[config.mk]
export PLATFORM = sky130hd
export DESIGN_NAME = skinny_inv_sbox8_dom1_dep_hs_flat
export DESIGN_NICKNAME = d
export VERILOG_FILES = /design/src/rtl/skinny_inv_sbox8_dom1_dep_hs_if.sv /design/src/rtl/skinny_inv_sbox8_dom1_dep_hs.sv /design/src/flat_wrapper.sv
export SDC_FILE = /design/constraint.sdc
export NUM_CORES = 1
export LEC_CHECK = 0
export ABC_AREA = 1
export ABC_CLOCK_PERIOD_IN_PS = 3000
export BUFFER_PORTS_ARGS = -buffer_cell sky130_fd_sc_hd__buf_4
export CAP_MARGIN = 30
export CORE_ASPECT_RATIO = 0.8
export CORE_MARGIN = 1.5
export CORE_UTILIZATION = 50
export CTS_CLUSTER_DIAMETER = 60
export DETAILED_ROUTE_END_ITERATION = 6
export PLACE_DENSITY = 0.81
export SLEW_MARGIN = 20
export SYNTH_ARGS = -nofsm -noshare
export SYNTH_HDL_FRONTEND = slang
export SYNTH_SLANG_ARGS = --single-unit
[constraint.sdc]
create_clock -name clk -period 3 [get_ports clk]
set_clock_uncertainty 0.2 [all_clocks]
set_input_delay 0.75 -clock clk [delete_from_list [all_inputs] [get_ports clk]]
set_output_delay 0.75 -clock clk [all_outputs]
set_load 0.01 [all_outputs]
[src/rtl/skinny_inv_sbox8_dom1_dep_hs_if.sv]
// Handshake bundle for the masked SKINNY-128 inverse S-box.
// Input side: shares + randomness. Output side: result shares.
interface skinny_inv_sbox8_dom1_dep_hs_if #(
  parameter int RAND_W = 16
);
  logic              in_valid;
  logic              in_ready;
  logic [7:0]        si1;
  logic [7:0]        si0;
  logic [RAND_W-1:0] r;
  logic              out_valid;
  logic              out_ready;
  logic [7:0]        bo1;
  logic [7:0]        bo0;

  modport master (
    output in_valid, si1, si0, r, out_ready,
    input  in_ready, out_valid, bo1, bo0
  );

  modport slave (
    input  in_valid, si1, si0, r, out_ready,
    output in_ready, out_valid, bo1, bo0
  );
endinterface

[src/rtl/skinny_inv_sbox8_dom1_dep_hs.sv]
// 2-share DOM-dep SKINNY-128 inverse S-box, 4 registered layers.
// Accept -> L1..L4 -> DONE, valid/ready on both sides.
module skinny_inv_sbox8_dom1_dep_hs #(
  parameter bit ZERO_IDLE = 1'b1,
  parameter int RAND_W    = 16
) (
  input  logic clk,
  input  logic rst,
  skinny_inv_sbox8_dom1_dep_hs_if.slave io,
  output logic busy
);

  if (RAND_W != 16) begin : g_rand_w_chk
    $error("RAND_W must be 16");
  end

  typedef enum logic [2:0] {
    IDLE, L1, L2, L3, L4, DONE
  } state_t;

  state_t      state;
  state_t      state_nx;
  logic [7:0]  w1;
  logic [7:0]  w0;
  logic [15:0] rr;
  logic [7:0]  o1;
  logic [7:0]  o0;
  logic [3:0]  m_cur;
  logic [15:0] lo;

  // masked NOR-xor: share 0 carries the complement of a and b
  function automatic logic [1:0] dom_nor(
    input logic       a1, a0,
    input logic       b1, b0,
    input logic       z1, z0,
    input logic [1:0] m
  );
    logic na0;
    logic nb0;
    logic q1;
    logic q0;
    na0 = ~a0;
    nb0 = ~b0;
    q0  = (na0 & nb0) ^ (na0 & b1) ^ m[0] ^ m[1];
    q1  = (a1 & b1) ^ (a1 & nb0) ^ m[0] ^ m[1];
    return {q1 ^ z1, q0 ^ z0};
  endfunction

  // two independent gates of one layer: bit4 and bit0
  function automatic logic [15:0] layer(
    input logic [7:0] x1,
    input logic [7:0] x0,
    input logic [3:0] m
  );
    logic [7:0] y1;
    logic [7:0] y0;
    logic [1:0] g4;
    logic [1:0] g0;
    g4 = dom_nor(x1[7], x0[7], x1[6], x0[6],
                 x1[4], x0[4], m[1:0]);
    g0 = dom_nor(x1[3], x0[3], x1[2], x0[2],
                 x1[0], x0[0], m[3:2]);
    y1 = x1;
    y0 = x0;
    y1[4] = g4[1];
    y0[4] = g4[0];
    y1[0] = g0[1];
    y0[0] = g0[0];
    return {y1, y0};
  endfunction

  // inverse of the forward inter-round bit permutation
  function automatic logic [7:0] pinv(input logic [7:0] y);
    return {y[5], y[4], y[0], y[3],
            y[1], y[7], y[6], y[2]};
  endfunction

  // undo the final bit1/bit2 swap of the forward box
  function automatic logic [7:0] swp(input logic [7:0] y);
    return {y[7:3], y[1], y[2], y[0]};
  endfunction

  // state register
  always_ff @(posedge clk or posedge rst) begin
    if (rst) state <= IDLE;
    else     state <= state_nx;
  end

  // next-state logic
  always_comb begin
    state_nx = state;
    unique case (state)
      IDLE: if (io.in_valid) state_nx = L1;
      L1:   state_nx = L2;
      L2:   state_nx = L3;
      L3:   state_nx = L4;
      L4:   state_nx = DONE;
      DONE: if (io.out_ready) state_nx = IDLE;
      default: state_nx = IDLE;
    endcase
  end

  // handshake outputs decoded from state
  always_comb begin
    io.in_ready  = (state == IDLE);
    io.out_valid = (state == DONE);
    busy         = (state != IDLE);
    io.bo1       = o1;
    io.bo0       = o0;
  end

  // randomness slice for the layer being evaluated
  always_comb begin
    m_cur = rr[3:0];
    unique case (state)
      L2:      m_cur = rr[7:4];
      L3:      m_cur = rr[11:8];
      L4:      m_cur = rr[15:12];
      default: m_cur = rr[3:0];
    endcase
    lo = layer(w1, w0, m_cur);
  end

  // capture, layer registers and output shares
  always_ff @(posedge clk or posedge rst) begin
    if (rst) begin
      w1 <= '0;
      w0 <= '0;
      rr <= '0;
      o1 <= '0;
      o0 <= '0;
    end else begin
      unique case (state)
        IDLE: if (io.in_valid) begin
          w1 <= swp(io.si1);
          w0 <= swp(io.si0);
          rr <= 16'(io.r);
        end
        L1, L2, L3: begin
          w1 <= pinv(lo[15:8]);
          w0 <= pinv(lo[7:0]);
        end
        L4: begin
          o1 <= lo[15:8];
          o0 <= lo[7:0];
        end
        DONE: if (io.out_ready && ZERO_IDLE) begin
          o1 <= '0;
          o0 <= '0;
        end
        default: ;
      endcase
    end
  end

endmodule

[src/flat_wrapper.sv]
// flat-port wrapper written by rule: the top's interface ports become plain ports
module skinny_inv_sbox8_dom1_dep_hs_flat 
#(
  parameter bit ZERO_IDLE = 1'b1,
  parameter int RAND_W    = 16
)
  (clk, rst, busy, io_in_valid, io_si1, io_si0, io_r, io_out_ready, io_in_ready, io_out_valid, io_bo1, io_bo0);
  skinny_inv_sbox8_dom1_dep_hs_if #(.RAND_W(RAND_W)) io_i ();
  input  logic clk;
  input  logic rst;
  output logic busy;
  input wire logic [$bits(io_i.in_valid)-1:0] io_in_valid;
  input wire logic [$bits(io_i.si1)-1:0] io_si1;
  input wire logic [$bits(io_i.si0)-1:0] io_si0;
  input wire logic [$bits(io_i.r)-1:0] io_r;
  input wire logic [$bits(io_i.out_ready)-1:0] io_out_ready;
  output wire logic [$bits(io_i.in_ready)-1:0] io_in_ready;
  output wire logic [$bits(io_i.out_valid)-1:0] io_out_valid;
  output wire logic [$bits(io_i.bo1)-1:0] io_bo1;
  output wire logic [$bits(io_i.bo0)-1:0] io_bo0;
  assign io_i.in_valid = io_in_valid;
  assign io_i.si1 = io_si1;
  assign io_i.si0 = io_si0;
  assign io_i.r = io_r;
  assign io_i.out_ready = io_out_ready;
  assign io_in_ready = io_i.in_ready;
  assign io_out_valid = io_i.out_valid;
  assign io_bo1 = io_i.bo1;
  assign io_bo0 = io_i.bo0;
  skinny_inv_sbox8_dom1_dep_hs #(.ZERO_IDLE(ZERO_IDLE), .RAND_W(RAND_W)) u_core (.clk(clk), .rst(rst), .io(io_i), .busy(busy));
endmodule
# Yosys cells after proc, flatten, opt, wreduce, memory -nomap -nowiden
# Cells that the tools add are included.
# totals
register_bits	51
latchBits	0
ramBits	0
rom_bits	0
input_bits	36
out_inout_bits	19
wordCells	61
n_memories	0
# classes
add_sub_neg	0
mul	0
n_div	0
magnitude_cmp	0
eq_ne	7
shifts	0
n_mux	11
bitwise_logic	28
reduce_logical	9
# ops
operator	n
one-hot mux 8 bit (2 select lines)	4
two-way mux 8 bit	3
one-hot mux 3 bit (6 select lines)	1
XOR 1 bit	16
one-hot mux 4 bit (3 select lines)	1
bitwise AND 1 bit	8
AND reduction 2 bit	4
equality test 3 x 2 -> 1 bit, second input constant	2
equality test 3 bit, second input constant	2
two-way mux 3 bit	2
inequality test 2 bit, second input constant	2
NOT 1 bit	4
nonzero test 2 bit	2
equality test 3 x 1 -> 1 bit, second input constant	1
zero test 3 bit	1
nonzero test 3 bit	1
OR reduction 3 bit	1

# Logic depth before layout (Yosys ltp)
# logic_depth
depth_word	7
mapped_depth	13
ltp_nobuf	13

# Worst setup path before layout
# OpenSTA, ideal clock, no wires.
# synth_timing
path_kind	reg-to-output
start	register u_core.state[1]
end	output busy
arrival_time_ns	0.938
required_ns	2.050
path_slack_ns	1.112
path_stages_with_launch	6
n_path_buf	1
path_cell_list	dfrtp_1 buf_4 nor2_4 inv_2 nor2_4 inv_1
# synth_via
elab_chain_cells	1
# synth_rtl
element	line	source
from (decl)	skinny_inv_sbox8_dom1_dep_hs.sv:21	state_t state;
from (signal assigned)	skinny_inv_sbox8_dom1_dep_hs.sv:86	else state <= state_nx;
nonzero test 3 bit	skinny_inv_sbox8_dom1_dep_hs.sv:107	busy = (state != IDLE);
to (decl)	flat_wrapper.sv:11	output logic busy;
# Every way passes these cells.

# Worst setup path in the final report
# layout_timing
start	register u_core.state[0]
end	output busy
# The elaborated chain is that of the path after synthesis.

==> impl_metrics.json <==
{
  "outcome": "completed",
  "root_buffer": "clkbuf_8",
  "synth_top_area_share": 0.500,
  "whs_ns": 0.251,
  "slew_headroom": 0.458,
  "track_usage": 0.215,
  "power_density_nw_per_um2": 1160,
  "start_kind": "register",
  "yosysMostFrequentCell": "nand2_1",
  "final_cells": 426,
  "post-cts-setup-buffer-count": 0,
  "end_kind": "output pin",
  "synthFlopType": "dfrtp_1",
  "fin_setup_tns_ns": 0,
  "critPathMaxFanout": 7,
  "avgRoutedWirePerCell_um": 13.7,
  "core_area_um2": 4950,
  "finalWirelength_um": 5830,
  "yosysSeqAreaShare": 0.500,
  "num_vias": 2208,
  "insertion_delay_ns": 0.30,
  "max_slew.worst_pin.slew_ns": 0.812,
  "final_nets": 399,
  "drc_errors": 0,
  "die_h_um": 66.9,
  "grt_pass1_vias": 1945,
  "synthTopCellsByCount": "nand2_1, dfrtp_1, nor2_1",
  "rsz0062_at_grt": "false",
  "grt_first_pass_wirelength_um": 9180,
  "die_x_um": 82.8,
  "ys_ff_latch": 51,
  "die_area_um2": 5540,
  "hold_class": "input pin to async pin",
  "ir_drop_uv": 495,
  "io_pins": 55,
  "dp_cells": 417,
  "syn_avg_cell_area_um2": 8.25,
  "clk_path_buf_depth": 2,
  "diodes": 0,
  "clock_sink_count": 51,
  "fmax_mhz": 425,
  "leakage_nw": 1.67,
  "n_fill_cell": 433,
  "grt_antenna_before_repair": 0,
  "finalHoldViolations": 0,
  "synth_top_area_cell": "dfrtp_1",
  "ys_types": 24,
  "min_period_over_period": 0.784,
  "drive_above_1_share": 0.255,
  "grt_overflow": 0,
  "ctsResizeCount": 0,
  "gp_congestion": 0.765,
  "area_growth_pct": 23.0,
  "ys_top_cells_by_area": "dfrtp_1, nand2_1, mux2_2",
  "crit_type": "register to output pin",
  "rows": 23,
  "fin_crit_ns": 2.35,
  "cts-buffers-inserted": 5,
  "syn_area_um2": 2550,
  "cts_tree": "yes",
  "ctsHoldBuffers": 0,
  "ys_warn_count": 0,
  "grt_max_degree": 45,
  "crit_required_ns": 2.05,
  "reg2regPathDepth": 5,
  "synth_cells": 309,
  "drt_iter0_markers": 159,
  "syn_nets": 345,
  "ys_async_sr_fraction": 1.00,
  "cts-htree-levels": 2,
  "max_cap_violations": 0,
  "setup_viol_count_final": 0,
  "initial_core_util": 0.515,
  "drv_slew": 0,
  "drtPass1Iterations": 4,
  "postRouteAntennaNets": 0,
  "place_hpwl_um": 4130,
  "placement.io_buffers": 54,
  "vias_per_cell": 5.18,
  "worstPathArrival_ns": 1.40,
  "synth_edf_count": 0,
  "clk_pin_slew_ns": 0.09
}
[through the flow]
step | power, mW | util | setup WS, ns | cell area (um^2)
final | 3.65 | 0.633 | 0.648 | 3140
after global routing | 3.97 | 0.633 | 0.551 | 3140
after detailed placement | 3.13 | 0.604 | 0.837 | 2990
after CTS | 3.64 | 0.628 | 0.634 | 3110
after floorplan | 2.62 | - | 0.820 | 2550
after global placement | 3.05 | 0.604 | 0.892 | 2990
[path summary, 6_finish.rpt]
kind                             startpoint                to  slack [ns]
setup reg to reg            u_core.state[0]     u_core.rr[13]        0.90
setup / recovery            u_core.state[0]              busy        0.65
min in group clk           u_core.io.bo0[0]  u_core.io.bo0[0]        0.29
max in group asynchronous               rst  u_core.io.bo1[5]        1.73
hold / removal                          rst      u_core.rr[8]        0.25
hold reg to reg            u_core.io.bo0[0]  u_core.io.bo0[0]        0.29
[power breakdown]
part           leakage, nW  internal [mW]  switching, mW
sequential           0.619           1.02          0.244
clock               0.0612          0.270          0.222
combinational        0.993          0.740           1.15
total                 1.67           2.03           1.62
[registers in the layout (all words and copies together) (netlist names)]
name	cells
u_core.rr	16
u_core.io.bo0	8
u_core.state	3
u_core.w0	8
u_core.io.bo1	8
u_core.w1	8
[area by class of cell]
class	instances	area (um^2)	area share
well taps	62	77.6	0.0247
repair buffers	59	463	0.148
inverters	31	119	0.0379
clock buffers	6	82.6	0.0263
flip-flops and latches	51	1280	0.407
clock inverters	2	35.0	0.0112
multi-input cells	215	1080	0.345
[layout by cell type (no fill, tap or decap)]
| cell type | n |
|---|---|
| nand2_1 | 92 |
| buf_4 | 58 |
| dfrtp_1 | 51 |
| nor2_1 | 29 |
| inv_1 | 26 |
| nand3_1 | 26 |
| o21ai_0 | 22 |
| mux2_2 | 12 |
| nand4_1 | 8 |
| a21oi_1 | 6 |
| clkbuf_8 | 6 |
| a22o_1 | 5 |
| o31ai_1 | 5 |
| inv_2 | 4 |
| nor2_4 | 2 |
| nor2_2 | 2 |
| nand3b_1 | 1 |
| inv_4 | 1 |
| nand3_2 | 1 |
| nand2_4 | 1 |
| o21ai_2 | 1 |
| nor3_2 | 1 |
| a21oi_2 | 1 |
| bufinv_16 | 1 |
| clkinv_2 | 1 |
| buf_16 | 1 |
[cells by family (layout without fill, tap and decap cells)]
kind of cell | after synthesis | after routing | share of synthesized area
AO/OA/AOI/OAI | 40 | 40 | 0.0922
flip-flops | 51 | 51 | 0.500
buffers and inverters | 43 | 98 | 0.0765
multiplexers | 12 | 12 | 0.0530
AND/OR/NAND/NOR | 163 | 163 | 0.278
[per-layer routing]
metal | track usage | share of wire | up-vias
li1 | - | - | 1111
met5 | 0 | 0 | -
met2 | 0.335 | 0.48 | 53
met4 | 0.0646 | 0.0070 | 0
met3 | 0.0421 | 0.053 | 4
met1 | 0.306 | 0.46 | 1040
[critical path, cell delays in order (launching register included)]
cell and delay, ns:
dfrtp_1 0.48, nor2_4 0.24, inv_2 0.08, nor2_4 0.10
inv_1 0.06, buf_4 0.14
No activity file was read; power rests on OpenSTA's default activity.
